## config.mk

```make
export PLATFORM = sky130hd
export DESIGN_NAME = led_cmd_sched
export DESIGN_NICKNAME = d
export VERILOG_FILES = /design/src/rtl/led_cmd_pkg.sv /design/src/rtl/led_cmd_sched_fifo.sv /design/src/rtl/led_cmd_sched.sv
export SDC_FILE = /design/constraint.sdc
export NUM_CORES = 1
export LEC_CHECK = 0
export ABC_AREA = 1
export CORE_ASPECT_RATIO = 1.4
export CORE_MARGIN = 2
export CORE_UTILIZATION = 50
export DETAILED_ROUTE_END_ITERATION = 6
export GPL_TIMING_DRIVEN = 1
export PLACE_DENSITY_LB_ADDON = 0.05
export SYNTH_ARGS = -nofsm -noshare
export SYNTH_HDL_FRONTEND = slang
export SYNTH_HIERARCHICAL = 1
export SYNTH_SLANG_ARGS = --single-unit
```

## constraint.sdc

```tcl
create_clock -name clk -period 2.53 [get_ports clk]
set_input_delay 0.253 -clock clk [delete_from_list [all_inputs] [get_ports clk]]
set_output_delay 0.253 -clock clk [all_outputs]
set_load 0.02 [all_outputs]
```

## src/rtl/led_cmd_pkg.sv

```systemverilog
// Shared definitions for the LED command scheduler: opcodes, FSM states and
// the delay clamp helper.
package led_cmd_pkg;

    localparam logic [1:0] OP_SET_DELAY = 2'b00;
    localparam logic [1:0] OP_STEP      = 2'b01;
    localparam logic [1:0] OP_SET_MODE  = 2'b10;
    localparam logic [1:0] OP_PAUSE     = 2'b11;

    // Key pulses are turned into STEP bytes: bit 0 set means shorter delay.
    localparam logic [7:0] KEY_CMD_FASTER = 8'h41;
    localparam logic [7:0] KEY_CMD_SLOWER = 8'h40;

    typedef enum logic [1:0] {
        IDLE  = 2'd0,
        APPLY = 2'd1,
        HOLD  = 2'd2
    } state_t;

    function automatic logic [3:0] clamp(input logic [3:0] v,
                                         input logic [3:0] lo,
                                         input logic [3:0] hi);
        if (v < lo)
            return lo;
        else if (v > hi)
            return hi;
        else
            return v;
    endfunction

endpackage

```

## src/rtl/led_cmd_sched_fifo.sv

```systemverilog
// Small synchronous FIFO for HPS command bytes; pop on empty is ignored and a
// push on full is only accepted when a pop frees a slot in the same cycle.
module cmd_fifo #(
    parameter int DEPTH = 4,
    parameter int WIDTH = 8
) (
    input  logic             clk,
    input  logic             reset,
    input  logic             push,
    input  logic             pop,
    input  logic [WIDTH-1:0] din,
    output logic [WIDTH-1:0] dout,
    output logic             full,
    output logic             empty
);

    localparam int AW = (DEPTH > 1) ? $clog2(DEPTH) : 1;

    logic [WIDTH-1:0] mem [DEPTH];
    logic [AW-1:0]    wr_ptr;
    logic [AW-1:0]    rd_ptr;
    logic [AW:0]      count;
    logic             do_push;
    logic             do_pop;

    assign full    = (count == (AW+1)'(DEPTH));
    assign empty   = (count == '0);
    assign do_pop  = pop && !empty;
    assign do_push = push && (!full || do_pop);
    assign dout    = mem[rd_ptr];

    always_ff @(posedge clk) begin
        if (reset) begin
            wr_ptr <= '0;
            rd_ptr <= '0;
            count  <= '0;
        end else begin
            if (do_push)
                wr_ptr <= wr_ptr + 1'b1;
            if (do_pop)
                rd_ptr <= rd_ptr + 1'b1;
            case ({do_push, do_pop})
                2'b10:   count <= count + 1'b1;
                2'b01:   count <= count - 1'b1;
                default: ;
            endcase
        end
    end

    always_ff @(posedge clk) begin
        if (do_push)
            mem[wr_ptr] <= din;
    end

endmodule

```

## src/rtl/led_cmd_sched.sv

```systemverilog
// Merges HPS command bytes and KEY pulses into one stream and drives the blinker.
// Define LED_CMD_SCHED_STATUS_EN to add the registered status readback port.
module led_cmd_sched
    import led_cmd_pkg::*;
#(
    parameter int FIFO_DEPTH  = 4,
    parameter int HOLDOFF     = 16,
    parameter int DELAY_RESET = 8,
    parameter int DELAY_MIN   = 1,
    parameter int DELAY_MAX   = 15
) (
    input  logic       clk,
    input  logic       reset,
    input  logic       hps_write,
    input  logic [7:0] hps_writedata,
    input  logic       key_faster,
    input  logic       key_slower,
    output logic [3:0] delay,
    output logic [1:0] mode,
    output logic       pause,
    output logic       cmd_applied,
    output logic       overflow
`ifdef LED_CMD_SCHED_STATUS_EN
    ,
    output logic [7:0] status
`endif
);

    localparam int         HW    = (HOLDOFF > 1) ? $clog2(HOLDOFF) : 1;
    localparam logic [3:0] D_MIN = 4'(DELAY_MIN);
    localparam logic [3:0] D_MAX = 4'(DELAY_MAX);

    state_t        state, state_next;
    logic [7:0]    cmd_r, cmd_next;
    logic [HW-1:0] hold_cnt, hold_cnt_next;
    logic          prio_hps;
    logic          kf_pend, ks_pend;
    logic          fifo_pop, fifo_full, fifo_empty;
    logic [7:0]    fifo_dout;
    logic          key_clr, grant, grant_hps, apply;
    logic [3:0]    delay_next;
    logic [1:0]    mode_next;
    logic          pause_next;
    logic          unused_cmd_bits;

    assign unused_cmd_bits = ^cmd_r[5:4];

    cmd_fifo #(.DEPTH(FIFO_DEPTH), .WIDTH(8)) u_fifo (
        .clk   (clk),
        .reset (reset),
        .push  (hps_write),
        .pop   (fifo_pop),
        .din   (hps_writedata),
        .dout  (fifo_dout),
        .full  (fifo_full),
        .empty (fifo_empty)
    );

    always_ff @(posedge clk) begin
        if (reset)
            state <= IDLE;
        else
            state <= state_next;
    end

    // Round-robin grant in IDLE; both keys pending cancel each other out.
    always_comb begin
        state_next    = state;
        cmd_next      = cmd_r;
        hold_cnt_next = hold_cnt;
        fifo_pop      = 1'b0;
        key_clr       = 1'b0;
        grant         = 1'b0;
        grant_hps     = 1'b0;
        apply         = 1'b0;
        case (state)
            IDLE: begin
                if (!fifo_empty && (prio_hps || !(kf_pend || ks_pend))) begin
                    fifo_pop   = 1'b1;
                    grant      = 1'b1;
                    grant_hps  = 1'b1;
                    cmd_next   = fifo_dout;
                    state_next = APPLY;
                end else if (kf_pend || ks_pend) begin
                    key_clr = 1'b1;
                    grant   = 1'b1;
                    if (!(kf_pend && ks_pend)) begin
                        cmd_next   = kf_pend ? KEY_CMD_FASTER : KEY_CMD_SLOWER;
                        state_next = APPLY;
                    end
                end
            end
            APPLY: begin
                apply         = 1'b1;
                hold_cnt_next = '0;
                state_next    = (HOLDOFF > 0) ? HOLD : IDLE;
            end
            HOLD: begin
                if (hold_cnt == HW'(HOLDOFF - 1))
                    state_next = IDLE;
                else
                    hold_cnt_next = hold_cnt + 1'b1;
            end
            default: state_next = IDLE;
        endcase
    end

    always_comb begin
        delay_next = delay;
        mode_next  = mode;
        pause_next = pause;
        if (apply) begin
            case (cmd_r[7:6])
                OP_SET_DELAY: delay_next = clamp(cmd_r[3:0], D_MIN, D_MAX);
                OP_STEP: begin
                    if (cmd_r[0])
                        delay_next = (delay > D_MIN) ? delay - 1'b1 : D_MIN;
                    else
                        delay_next = (delay < D_MAX) ? delay + 1'b1 : D_MAX;
                end
                OP_SET_MODE:  mode_next  = cmd_r[1:0];
                OP_PAUSE:     pause_next = cmd_r[0];
                default:      ;
            endcase
        end
    end

    // A key pulse arriving in the grant cycle survives as a fresh request.
    always_ff @(posedge clk) begin
        if (reset) begin
            cmd_r       <= '0;
            hold_cnt    <= '0;
            prio_hps    <= 1'b1;
            kf_pend     <= 1'b0;
            ks_pend     <= 1'b0;
            overflow    <= 1'b0;
            delay       <= 4'(DELAY_RESET);
            mode        <= '0;
            pause       <= 1'b0;
            cmd_applied <= 1'b0;
        end else begin
            cmd_r       <= cmd_next;
            hold_cnt    <= hold_cnt_next;
            prio_hps    <= grant ? !grant_hps : prio_hps;
            kf_pend     <= (kf_pend && !key_clr) || key_faster;
            ks_pend     <= (ks_pend && !key_clr) || key_slower;
            overflow    <= overflow || (hps_write && fifo_full && !fifo_pop);
            delay       <= delay_next;
            mode        <= mode_next;
            pause       <= pause_next;
            cmd_applied <= apply;
        end
    end

`ifdef LED_CMD_SCHED_STATUS_EN
    always_ff @(posedge clk) begin
        if (reset)
            status <= 8'h20;
        else
            status <= {overflow, fifo_full, fifo_empty, kf_pend, ks_pend, state, 1'b0};
    end
`endif

endmodule

```

# After elaboration in Yosys (flattened, before gate mapping)
# Memories as Yosys holds them, arrays and structs flattened. A register that Yosys moved wholly into a read port is not among the register bits.
# Cells that the tools add are included.
dict set report op_classes {
  n_addsub 7
  n_mul 0
  div_mod_pow 0
  magnitude_cmp 4
  n_eq_ne 14
  n_shift 0
  muxes 30
  bitwise 0
  n_reduce_logical 32
}
# operator n
set ops {}
lappend ops {{2-to-1 mux 4 bit} 6}
lappend ops {{2-to-1 mux 8 bit} 3}
lappend ops {{case mux 4 bit (2 select lines)} 2}
lappend ops {{2-to-1 mux 2 bit} 6}
lappend ops {{2-to-1 mux 1 bit} 11}
lappend ops {{adder 4 x 1 -> 4 bit, second input constant} 2}
lappend ops {{== test 2 bit, second input constant} 4}
lappend ops {{logical AND 1 bit} 8}
lappend ops {{AND reduction 2 bit} 4}
lappend ops {{nonzero test 2 bit} 4}
lappend ops {{== test 2 x 1 -> 1 bit, second input constant} 3}
lappend ops {{logical OR 1 bit} 6}
lappend ops {{!= test 2 bit, second input constant} 3}
lappend ops {{!= test 3 bit, second input constant} 2}
lappend ops {{case mux 2 bit (3 select lines)} 1}
lappend ops {{case mux 3 bit (2 select lines)} 1}
lappend ops {{AND reduction 3 bit} 2}
lappend ops {{zero test 1 bit} 5}
lappend ops {{adder 2 x 1 -> 2 bit, second input constant} 2}
lappend ops {{== test 4 bit, second input constant} 1}
lappend ops {{> comparator 4 x 1 -> 1 bit, second input constant} 1}
lappend ops {{> comparator 4 bit, second input constant} 1}
lappend ops {{zero test 2 bit} 2}
lappend ops {{< comparator 4 x 1 -> 1 bit, second input constant} 1}
lappend ops {{other kinds (6)} 6}
dict set report word_totals {
  ff_bits 33
  latch_bits 0
  mem_bits_rw 32
  mem_bits_ro 0
  input_bits 13
  output_inout_bits 9
  elab_cells 102
  memories 1
}
# name depth width read_ports rd_clocked_by_memory_dff wr line_no
set memory_table {}
lappend memory_table {u_fifo.mem 4 8 1 1 1 led_cmd_sched_fifo.sv:19} ;# logic [WIDTH-1:0] mem [DEPTH];

# Longest topological paths before layout
dict set report logic_depth {
  word_depth 11
  depth_mapped 18
  depth_no_buf 18
}

# Hierarchy
# The synthesis kept the hierarchy.
# module n_inst cells_each area_each_um2 seq_area_each_um2
set modules_own_cells {}
lappend modules_own_cells {cmd_fifo 1 150 1706.6 1141.1}
lappend modules_own_cells {led_cmd_sched 1 181 1270.0 480.5}

# Worst setup path before layout
# Ideal clock, no wire load.
dict set report synth_timing {
  path_kind {register to register}
  start {register u_fifo.count[1]}
  end {register u_fifo.count[2]}
  t_arrival_ns 2.108
  required_time_ns 2.417
  slack_ns 0.309
  path_stages_with_launch 19
  path_buffers 0
  period_less_slack_ns 2.221
  path_cell_list {dfxtp_1 -> nor2_2 -> nand2_2 -> inv_1 -> nor2_4 -> nand2_2 -> inv_1 -> inv_1 -> nand3_2 -> nand2_1 -> ha_1 -> inv_1 -> fa_1 -> inv_1 -> nand2_1 -> nand3_1 -> nand2_1 -> nand2_1 -> nor2_1}
}
dict set report synth_via {
  elab_chain_len 10
}
# item line_no
set synth_lines {}
lappend synth_lines {{start: declaration} led_cmd_sched_fifo.sv:22} ;# logic [AW:0] count;
lappend synth_lines {{start signal: assignment} led_cmd_sched_fifo.sv:43} ;# 2'b10: count <= count + 1'b1;
lappend synth_lines {{start signal: assignment} led_cmd_sched_fifo.sv:44} ;# 2'b01: count <= count - 1'b1;
lappend synth_lines {{zero test 3 bit *} led_cmd_sched_fifo.sv:27} ;# assign empty = (count == '0);
lappend synth_lines {{named net fifo_empty} led_cmd_sched.sv:38} ;# logic fifo_pop, fifo_full, fifo_empty;
lappend synth_lines {{zero test 1 bit *} led_cmd_sched.sv:78} ;# if (!fifo_empty && (prio_hps || !(kf_pend || ks_pend))) begin
lappend synth_lines {{logical AND 1 bit *} led_cmd_sched.sv:78}
lappend synth_lines {{2-to-1 mux 1 bit *} led_cmd_sched.sv:78}
lappend synth_lines {{2-to-1 mux 1 bit *} led_cmd_sched.sv:76} ;# case (state)
lappend synth_lines {{named net fifo_pop} led_cmd_sched.sv:38}
lappend synth_lines {{logical AND 1 bit *} led_cmd_sched_fifo.sv:28} ;# assign do_pop = pop && !empty;
lappend synth_lines {{logical OR 1 bit} led_cmd_sched_fifo.sv:29} ;# assign do_push = push && (!full || do_pop);
lappend synth_lines {{logical AND 1 bit} led_cmd_sched_fifo.sv:29}
lappend synth_lines {{== test 2 x 1 -> 1 bit or == test 2 bit (tied branches)} led_cmd_sched_fifo.sv:42} ;# case ({do_push, do_pop})
lappend synth_lines {{case mux 3 bit (2 select lines) or nonzero test 2 bit (tied branches)} n/a}
# The timed path passes the listed nets; every way through them passes the cells marked *.
# A chain may end at the register's enable or synchronous reset.

# Worst setup path after layout
dict set report layout_timing {
  start {register u_fifo.count[0]}
  end {register u_fifo.count[2]}
}
# The elaborated chain is that of the path after synthesis.

==> flow_summary.rst <==
.. list-table::
   :header-rows: 1

   * - Metric
     - Value
   * - Post-placement cell count
     - 398
   * - Final core utilization
     - 61.31%
   * - Port-buffer cells
     - 19
   * - Routed vias/inst
     - 4.857
   * - Slew Limit Fails
     - 0
   * - Number of placement rows
     - 31
   * - Power per standard cell area
     - 1082 mW/mm²
   * - Number of hold violations in the final report
     - 0
   * - Ratio of cells with drive above 1 in the final layout
     - 13.79%
   * - Worst-case setup margin in the final layout
     - 0.2277 ns
   * - Effective utilization at floorplan
     - 51.73%
   * - First-pass iteration count of the detailed router
     - 4
   * - TritonCTS Sinks
     - 57
   * - Startpoint of the worst-slack reg-to-reg timing path
     - u_fifo/count[0]
   * - Number of fill cells
     - 492
   * - Area of the core
     - 0.005197 mm²
   * - GRT Residual Overflow
     - 0
   * - Final routed wirelength across all metal layers
     - 4726 µm
   * - Final Critical Period
     - 2.302 ns
   * - Syn-to-layout area delta
     - 18.52%
   * - Setup slack after placement
     - 0.1477 ns
   * - Maximum clock skew at final layout
     - 0.008588 ns
   * - Setup TNS
     - 0 ns
   * - Average instance area after synthesis
     - 8.591 µm²
   * - Final worst-path cycle share
     - 91.00%
   * - Total Routing Usage GR
     - 18.29%
   * - Design Area, Final
     - 0.003187 mm²
   * - Mapped Nets
     - 336
   * - Critical path launch point
     - u_fifo/count[0]
   * - Combined area of all synthesized cells
     - 0.002689 mm²
   * - Critical path arrival
     - 2.53 ns
   * - # Post-CTS Setup Buffers
     - 0
   * - # DRC
     - 0
   * - Launch instance of the worst min-delay path
     - mode[1]
   * - Via count of the first global-routing pass
     - 1,936
   * - Slowest cell on the critical path
     - sky130_fd_sc_hd__fa_1
   * - Status
     - complete, no violations
   * - Gate family responsible for the most delay along the worst path
     - simple AND/OR/NAND/NOR gates
   * - Max VDD drop
     - 0.5110 mV
   * - Cells after synthesis
     - 313
   * - Cell breakdown of the critical path
     - nor2_2, nand2_2, inv_2, nor2_4, nand2_2, inv_1, inv_1, nand3_2, nand2_1, ha_1, inv_1, fa_1, inv_1, nand2_1, nand3_1, nand2_1, nand2_1, nor2_1
   * - Leak Pwr
     - 0.001348 µW
   * - Post-cts hold buffer count
     - 0
   * - Kind of critical path
     - reg2reg
   * - Sum of buffers and inverters on the critical path
     - 5
   * - Reported max-cap violation count
     - 0
   * - Count of endpoints failing setup in the final report
     - 0
   * - First DRT Iteration DRCs
     - 66
   * - Clock Pin Slew Worst Setup and Hold Paths
     - 0.07 ns
   * - Worst hold path class
     - reg2reg
   * - Diodes inserted
     - 0
   * - Cell area reported after detailed placement
     - 0.002968 mm²
   * - Slew margin rel.
     - 69.54%
   * - Number of buffers created by CTS
     - 9
   * - Total of warnings raised by yosys
     - 6
   * - Dpl hpwl
     - 3471 µm
   * - Routed via count
     - 2,011
   * - Per-cell routed wire length
     - 11.42 µm
   * - Commonest cells after routing, fill and taps aside
     - sky130_fd_sc_hd__nand2_1, sky130_fd_sc_hd__inv_1, sky130_fd_sc_hd__nor2_1
   * - Commonest non-fill, non-tap cell in the layout
     - sky130_fd_sc_hd__nand2_1
   * - Required time at the worst-slack endpoint
     - 2.76 ns
   * - Critical Path Fanout Max
     - 6
   * - Number of cells in the finished layout apart from fillers
     - 414
   * - Residual antenna-violating net count after detailed routing
     - 0
   * - Clock insertion delay at the later pin of the skew report
     - 0.33 ns
   * - Floorplan die area
     - 0.005989 mm²
   * - Max Clk Rate
     - 434.3 MHz
   * - Die Y
     - 90.77 µm
   * - Pin slew with the least headroom to its limit
     - 0.4563 ns
   * - TritonCTS clock tree
     - built
   * - Final Wtd Congestion
     - 0.7429
   * - Die Span X
     - 65.98 µm
   * - Setup repair after global routing missed its margin
     - no
   * - IO Pins
     - 22
   * - Clock tree buffer depth
     - 2
   * - Clock H-tree levels
     - 3
   * - Worst path max stage delay
     - 0.38 ns
   * - Net count reported at finish
     - 366
   * - Nature of the critical path startpoint
     - flop
   * - Wire length of the first global-routing pass
     - 8231 µm
   * - Crit. End Element
     - flop
   * - CTS Root Cell
     - sky130_fd_sc_hd__clkbuf_8
   * - Initial antenna violation count
     - 0
   * - Maximum number of pins on one net before global-route repair
     - 14
   * - Post-cts repair resize count
     - 0
[state kept, by name (all words and copies together) (netlist names), named ones only]
signal	flops
cmd_applied	1
cmd_r	6
delay	4
hold_cnt	4
kf_pend	1
ks_pend	1
mode	2
overflow	1
pause	1
prio_hps	1
state	2
u_fifo/count	3
u_fifo/mem	24
u_fifo/rd_ptr	2
u_fifo/wr_ptr	2
[tightest hold or removal path, stage by stage, from the launching register on]
cell,delay (ns)
sky130_fd_sc_hd__dfxtp_1,0.31
sky130_fd_sc_hd__inv_1,0.04
sky130_fd_sc_hd__a21oi_1,0.05
[per-stage QoR]
step	hold slack, ns	total power, µW
4_1_cts	0.4507	3491
2_1_floorplan	0.3310	2268
3_3_place_gp	0.4375	2533
3_5_place_dp	0.4407	2556
6_report	0.4460	3448
5_1_grt	0.4696	3761
[worst paths after layout]
path | end | slack (ns) | cells past startpoint
setup / recovery | u_fifo/count[2] | 0.23 | 18
hold reg to reg | mode[1] | 0.45 | 2
hold / removal | mode[1] | 0.45 | 2
setup reg to reg | u_fifo/count[2] | 0.23 | 18
[per-layer routing]
metal  wire length, µm  global-route usage (%)  vias up
met1              2025                   20.36      911
met3                90                   5.237        4
met4                53                   9.184        0
met5                 0                       0        -
li1                  -                       -     1080
met2              2556                   31.06       16
[power breakdown]
part           leakage [µW]  internal, µW  switching [µW]
logic              0.000748           451             769
clock network      0.000109           553             368
registers          0.000491          1140             171
[layout make-up]
cell class	count	area [µm²]	share of cell area [%]
clock buffer	9	123.9	3.887
clock inverter	7	95.09	2.984
inverter	51	191.4	6.007
multi-input combinational	199	1077	33.80
sequential	57	1381	43.34
tap	66	82.58	2.591
timing repair buffer	25	235.2	7.381
(Power assumes the default switching activity.)
